[src/rtl/muldiv_unit.sv]
// muldiv_unit: iterative 32x32 unsigned multiply (MULTU) and divide (DIVU)
// with architectural HI/LO registers, one iteration per cycle, 32 cycles.
//
// Ports:
//   clk, rstn       clock, asynchronous active-low reset
//   start, op       request an operation (op: 0 = MULTU, 1 = DIVU)
//   A, B            operands, latched when start is accepted
//   mthi, mtlo      write wdata to HI / LO when not busy
//   wdata           move-to data
//   hi, lo          HI/LO registers (product high/low, remainder/quotient)
//   busy            operation running (registered)
//   done            one-cycle pulse when hi/lo hold a new result (registered)
module muldiv_unit #(
    parameter logic [31:0] DIV_ZERO_Q = 32'hFFFF_FFFF
) (
    input  logic        clk,
    input  logic        rstn,
    input  logic        start,
    input  logic        op,
    input  logic [31:0] A,
    input  logic [31:0] B,
    input  logic        mthi,
    input  logic        mtlo,
    input  logic [31:0] wdata,
    output logic [31:0] hi,
    output logic [31:0] lo,
    output logic        busy,
    output logic        done
);

    localparam int unsigned W  = 32;
    localparam int unsigned AW = 2 * W;
    localparam int unsigned CW = 5;

    typedef enum logic [1:0] {
        IDLE = 2'd0,
        RUN  = 2'd1,
        DONE = 2'd2
    } state_t;

    state_t        state_q, state_d;
    logic [CW-1:0] cnt_q,   cnt_d;
    logic          op_q,    op_d;
    logic [W-1:0]  a_q,     a_d;
    logic [W-1:0]  b_q,     b_d;
    logic [AW-1:0] acc_q,   acc_d;
    logic [W-1:0]  hi_q,    hi_d;
    logic [W-1:0]  lo_q,    lo_d;
    logic          busy_q,  busy_d;
    logic          done_q,  done_d;

    // One iteration of either algorithm on the accumulator.
    logic [W:0]    mul_sum;
    logic [AW-1:0] mul_next;
    logic [W:0]    rem_sh;
    logic [W-1:0]  div_diff;
    logic          div_ge;
    logic [AW-1:0] div_next;
    logic [AW-1:0] acc_step;

    always_comb begin
        // Multiply: acc = {partial product high, remaining multiplier bits}.
        mul_sum  = {1'b0, acc_q[AW-1:W]} + (acc_q[0] ? {1'b0, a_q} : (W+1)'(0));
        mul_next = {mul_sum, acc_q[W-1:1]};
        // Divide: acc = {remainder, dividend bits shifting into quotient}.
        // The 33-bit compare stays correct even when the shifted remainder overflows 32 bits.
        rem_sh   = acc_q[AW-1:W-1];
        div_ge   = (rem_sh >= {1'b0, b_q});
        div_diff = rem_sh[W-1:0] - b_q;
        div_next = div_ge ? {div_diff, acc_q[W-2:0], 1'b1}
                          : {rem_sh[W-1:0], acc_q[W-2:0], 1'b0};
        acc_step = op_q ? div_next : mul_next;
    end

    // Next-state, datapath and output decode.
    always_comb begin
        state_d = state_q;
        cnt_d   = cnt_q;
        op_d    = op_q;
        a_d     = a_q;
        b_d     = b_q;
        acc_d   = acc_q;
        hi_d    = hi_q;
        lo_d    = lo_q;
        busy_d  = 1'b0;
        done_d  = 1'b0;

        case (state_q)
            IDLE, DONE: begin
                if (start) begin
                    // A concurrent mthi/mtlo is dropped in favour of the new operation.
                    state_d = RUN;
                    cnt_d   = CW'(W - 1);
                    op_d    = op;
                    a_d     = A;
                    b_d     = B;
                    acc_d   = op ? {W'(0), A} : {W'(0), B};
                end else begin
                    state_d = IDLE;
                    if (mthi) hi_d = wdata;
                    if (mtlo) lo_d = wdata;
                end
            end
            RUN: begin
                acc_d = acc_step;
                cnt_d = CW'(cnt_q - CW'(1));
                if (cnt_q == CW'(0)) begin
                    state_d = DONE;
                    if (op_q && (b_q == W'(0))) begin
                        hi_d = a_q;
                        lo_d = DIV_ZERO_Q;
                    end else begin
                        hi_d = acc_step[AW-1:W];
                        lo_d = acc_step[W-1:0];
                    end
                end
            end
            default: state_d = IDLE;
        endcase

        busy_d = (state_d == RUN);
        done_d = (state_d == DONE);
    end

    // State and datapath registers.
    always_ff @(posedge clk or negedge rstn) begin
        if (!rstn) begin
            state_q <= IDLE;
            cnt_q   <= '0;
            op_q    <= 1'b0;
            a_q     <= '0;
            b_q     <= '0;
            acc_q   <= '0;
            hi_q    <= '0;
            lo_q    <= '0;
            busy_q  <= 1'b0;
            done_q  <= 1'b0;
        end else begin
            state_q <= state_d;
            cnt_q   <= cnt_d;
            op_q    <= op_d;
            a_q     <= a_d;
            b_q     <= b_d;
            acc_q   <= acc_d;
            hi_q    <= hi_d;
            lo_q    <= lo_d;
            busy_q  <= busy_d;
            done_q  <= done_d;
        end
    end

    assign hi   = hi_q;
    assign lo   = lo_q;
    assign busy = busy_q;
    assign done = done_q;

endmodule

[config.mk]
export PLATFORM = sky130hd
export DESIGN_NAME = muldiv_unit
export DESIGN_NICKNAME = d
export VERILOG_FILES = /design/src/rtl/muldiv_unit.sv
export SDC_FILE = /design/constraint.sdc
export NUM_CORES = 1
export LEC_CHECK = 0
export ABC_CLOCK_PERIOD_IN_PS = 4250
export CORE_UTILIZATION = 65
export DETAILED_ROUTE_END_ITERATION = 8
export DONT_BUFFER_PORTS = 1
export PLACE_DENSITY = 0.8
export SETUP_SLACK_MARGIN = 0.2
export SLEW_MARGIN = 40
export SYNTH_ARGS = -nofsm -noshare
export SYNTH_HDL_FRONTEND = slang
export SYNTH_SLANG_ARGS = --single-unit
[constraint.sdc]
create_clock -name clk -period 4.25 [get_ports clk]
set_input_delay 0.425 -clock clk [delete_from_list [all_inputs] [get_ports clk]]
set_output_delay 0.425 -clock clk [all_outputs]
set_load 0.005 [all_outputs]
==> impl_metrics.py <==
metrics = {
    "min_path": {
        "hp-class": "in -> async",
    },
    "clock_network": {
        "cts_tree": "built",
        "path_clk_slew_ns": 0.06,
        "cts_root_buf": "clkbuf_16",
        "cts_buffers": 23,
        "cts.htree.levels": 1,
        "numClockSinks": 202,
        "post_cts_buffers": 0,
        "clock_latency_ns": 0.53,
        "cts_hold_buf": 1,
        "clockBufferDepth": 3,
    },
    "timing": {
        "setup_tns_ns": 0,
        "skew_ns": 0.0196,
        "fin_crit_ns": 3.85,
        "hold_slack_ns": -0.397,
        "relSlewSlack_pct": 44.6,
        "fin_crit_sh_pct": 90.7,
        "final-hold-violation-count": 204,
        "slew_viol_final": 0,
        "setup_slack_ns": 0.396,
        "rsz0062_at_grt": "no",
        "setup_viol": 0,
        "worst_pin_slew_ns": 0.822,
        "fmax_mhz": 259,
    },
    "critical_path": {
        "slowest_delay_ns": 0.65,
        "r2r_slack_ns": 0.40,
        "reg2reg_from": "acc_q[0]",
        "crit_type": "reg -> reg",
        "crit_top_cell": "o21ai_0",
        "crit_path_start_kind": "flip-flop",
        "arrival_ns": 4.27,
        "crit_path_end_kind": "flip-flop",
        "r2r_end": "hi[31]",
        "crit_chain": "buf_4 -> and2_1 -> ha_1 -> a21oi_1 -> nand2_1 -> o21ai_0 -> a2111oi_2 -> o31ai_1 -> o21ai_0 -> a31o_2 -> o2111a_1 -> o21a_1",
        "worstRegToRegCells": 12,
        "crit_required_ns": 4.66,
        "crit_fanout": 14,
        "critPathSlowestCell": "o21ai_0",
    },
    "floorplan": {
        "io_pins": 168,
        "fp.dieH_um": 147,
        "core_area_um2": 20400,
        "die_w_um": 147,
        "start_util_pct": 66.8,
        "dieArea_um2": 21600,
        "fp-row-count": 52,
    },
    "synth": {
        "syn_avg_cell_area_um2": 8.35,
        "synth_flop_cell": "dfrtp_1",
        "ys_seq_elements": 202,
        "synth_area_leader_cell": "dfrtp_1",
        "synth_cell_types": 79,
        "synthCells": 1636,
        "ys_warn_count": 0,
        "syn-cell-area_um2": 13700,
        "synth-seq-area-share_pct": 37.0,
        "synth_edf_count": 0,
        "synth_top_area_share_pct": 37.0,
        "synth_nets": 1805,
        "async_flop_share_pct": 100,
        "synth_area_leaders": "dfrtp_1 37%, nand2_1 8.4%, ha_1 6.0%",
    },
    "placement": {
        "post-place-cells": 1824,
        "portBuffers": 0,
        "preCtsSetupSlack_ns": 0.305,
        "post-dp-hpwl_um": 33800,
        "placed_area_um2": 13800,
        "globalplace.congestion": 1.07,
    },
    "detailed_routing": {
        "drtPass1Iterations": 6,
        "first_iter_violations": 1343,
        "drcViolationCount": 0,
        "viasPerCell": 6.96,
        "vias": 13000,
        "wl_per_cell_um": 25.0,
        "routed_wirelength_um": 46700,
        "antenna_left": 0,
    },
    "layout": {
        "fill_cells": 1649,
        "drive_gt1_share_pct": 6.14,
        "regArea_um2": 5060,
        "multiInputGateArea_um2": 8030,
        "instances_no_fill": 1867,
        "nNetsFinal": 1750,
        "final_cell_area_um2": 14700,
        "diodes": 0,
        "area_growth_syn_to_layout_pct": 7.29,
    },
    "run_status": {
        "violations": "negative hold slack",
        "status": "finished with violations",
    },
    "run": {
        "cap_viol_max_count": 0,
    },
    "global_route": {
        "grt.total_usage_pct": 42.8,
        "grt_remaining_overflow": 0,
        "first_global_vias": 12600,
        "grt_pass1_wl_um": 71400,
        "antenna_found_initial": 0,
        "grt_start_max_net_pins": 203,
    },
    "power": {
        "vdd_drop_max_mv": 0.624,
        "power_density_nw_per_um2": 1090,
        "power.leakage_nw": 6.65,
    },
}
==> stage by stage <==
| stage | hold WS [ns] | total power, W | util [%] |
|---|---|---|---|
| 2_1_floorplan | 0.129 | 0.0110 | - |
| 3_3_place_gp | 0.133 | 0.0133 | 67.5 |
| 3_5_place_dp | 0.133 | 0.0135 | 67.7 |
| 4_1_cts | -0.401 | 0.0156 | 71.6 |
| 5_1_grt | -0.400 | 0.0170 | 71.7 |
| 6_report | -0.397 | 0.0160 | 71.7 |
==> cells in the mapped netlist (8+ instances only) <==
cell type  number
xnor2_1        29
a21oi_1       152
nor4_1         11
xor2_1         19
o21ai_0       129
o221ai_1       35
nand2_1       304
mux2i_1        76
nor3_1         17
nor2_1         82
dfrtp_1       202
clkbuf_1       91
and2_1         32
a211oi_1       18
a22o_1         12
o21bai_1       10
o211ai_1       12
o21a_1         10
a31oi_1        24
inv_1          55
nand4_1        13
and3_1         14
ha_1           65
o22ai_1        13
a21o_1         37
nand3_1        31
o21ai_1         8
==> layout by cell type, fill, tap and decap left out, drive strengths merged, types with 26 or more instances in the layout <==
| cell | Yosys | final |
|---|---|---|
| clkbuf | 91 | 31 |
| o21ai | 137 | 137 |
| xnor2 | 29 | 29 |
| o221ai | 35 | 35 |
| a21o | 37 | 37 |
| inv | 55 | 56 |
| and2 | 32 | 32 |
| dfrtp | 202 | 202 |
| nand2 | 304 | 304 |
| buf | 17 | 26 |
| nor2 | 82 | 82 |
| nand3 | 32 | 32 |
| mux2i | 76 | 76 |
| a21oi | 152 | 152 |
| ha | 65 | 65 |
==> cell type report <==
class / instances / share of cell area [%]
Clock buffer: 31 / 4.41
Multi-Input combinational cell: 1272 / 54.8
Timing Repair Buffer: 27 / 1.61
Clock inverter: 10 / 0.922
Tap cell: 270 / 2.31
Sequential cell: 202 / 34.5
Inverter: 55 / 1.41
==> state kept, by name, summed over array words and instances (netlist names) <==
name     cells
done         1
state_q      2
lo          32
hi          32
busy         1
a_q         32
acc_q       64
op_q         1
b_q         32
cnt_q        5
==> logic make-up after synthesis <==
family	count (synthesis)	share of synthesized area [%]
AO/OA/AOI/OAI	535	25.2
XOR/XNOR	48	3.08
adder cells (fa/ha/maj)	67	6.25
buffers and inverters	163	4.86
flip-flops	202	37.0
multiplexers	85	6.31
AND/OR/NAND/NOR	536	17.3
==> power breakdown <==
group          leakage (nW)  total (W)  internal, W  switching [W]
Sequential             2.44    0.00390      0.00291       0.000986
Clock                 0.384    0.00208      0.00125       0.000832
Combinational          3.83     0.0100      0.00391        0.00614
Total                  6.65     0.0160      0.00807        0.00795
==> critical path: cells and delay by family (launching register included) <==
kind                     cells  cell delay, ns
AO/OA/AOI/OAI                8            2.53
flip-flops                   1            0.43
adder cells (fa/ha/maj)      1            0.32
AND/OR/NAND/NOR              2            0.23
buffers and inverters        1            0.21
==> how the worst max path moves through the flow <==
stage | start | endpoint | slack [ns] | depth (start not counted)
6_report | acc_q[0] | hi[31] | 0.40 | 12
4_1_cts | acc_q[31] | hi[30] | 0.30 | 13
5_1_grt | acc_q[0] | acc_q[61] | 0.22 | 13
3_5_place_dp | acc_q[31] | hi[30] | 0.31 | 13
3_3_place_gp | acc_q[55] | acc_q[61] | 0.46 | 11
2_1_floorplan | acc_q[0] | hi[31] | 0.97 | 14
==> layer usage <==
metal | vias up | routed length (um) | global-route usage, %
li1 | 5799 | - | -
met1 | 6222 | 17300 | 52.5
met2 | 764 | 21600 | 69.4
met3 | 200 | 4360 | 8.54
met4 | 0 | 3380 | 27.3
met5 | - | 0 | 0
==> what timing repair did <==
action / 4_1_cts / 5_1_grt
setup endpoints to repair: 0 / 12
resized for setup: 0 / 4
hold endpoints to repair: 203 / 202
Note: power is estimated with default switching activity, not from simulation.
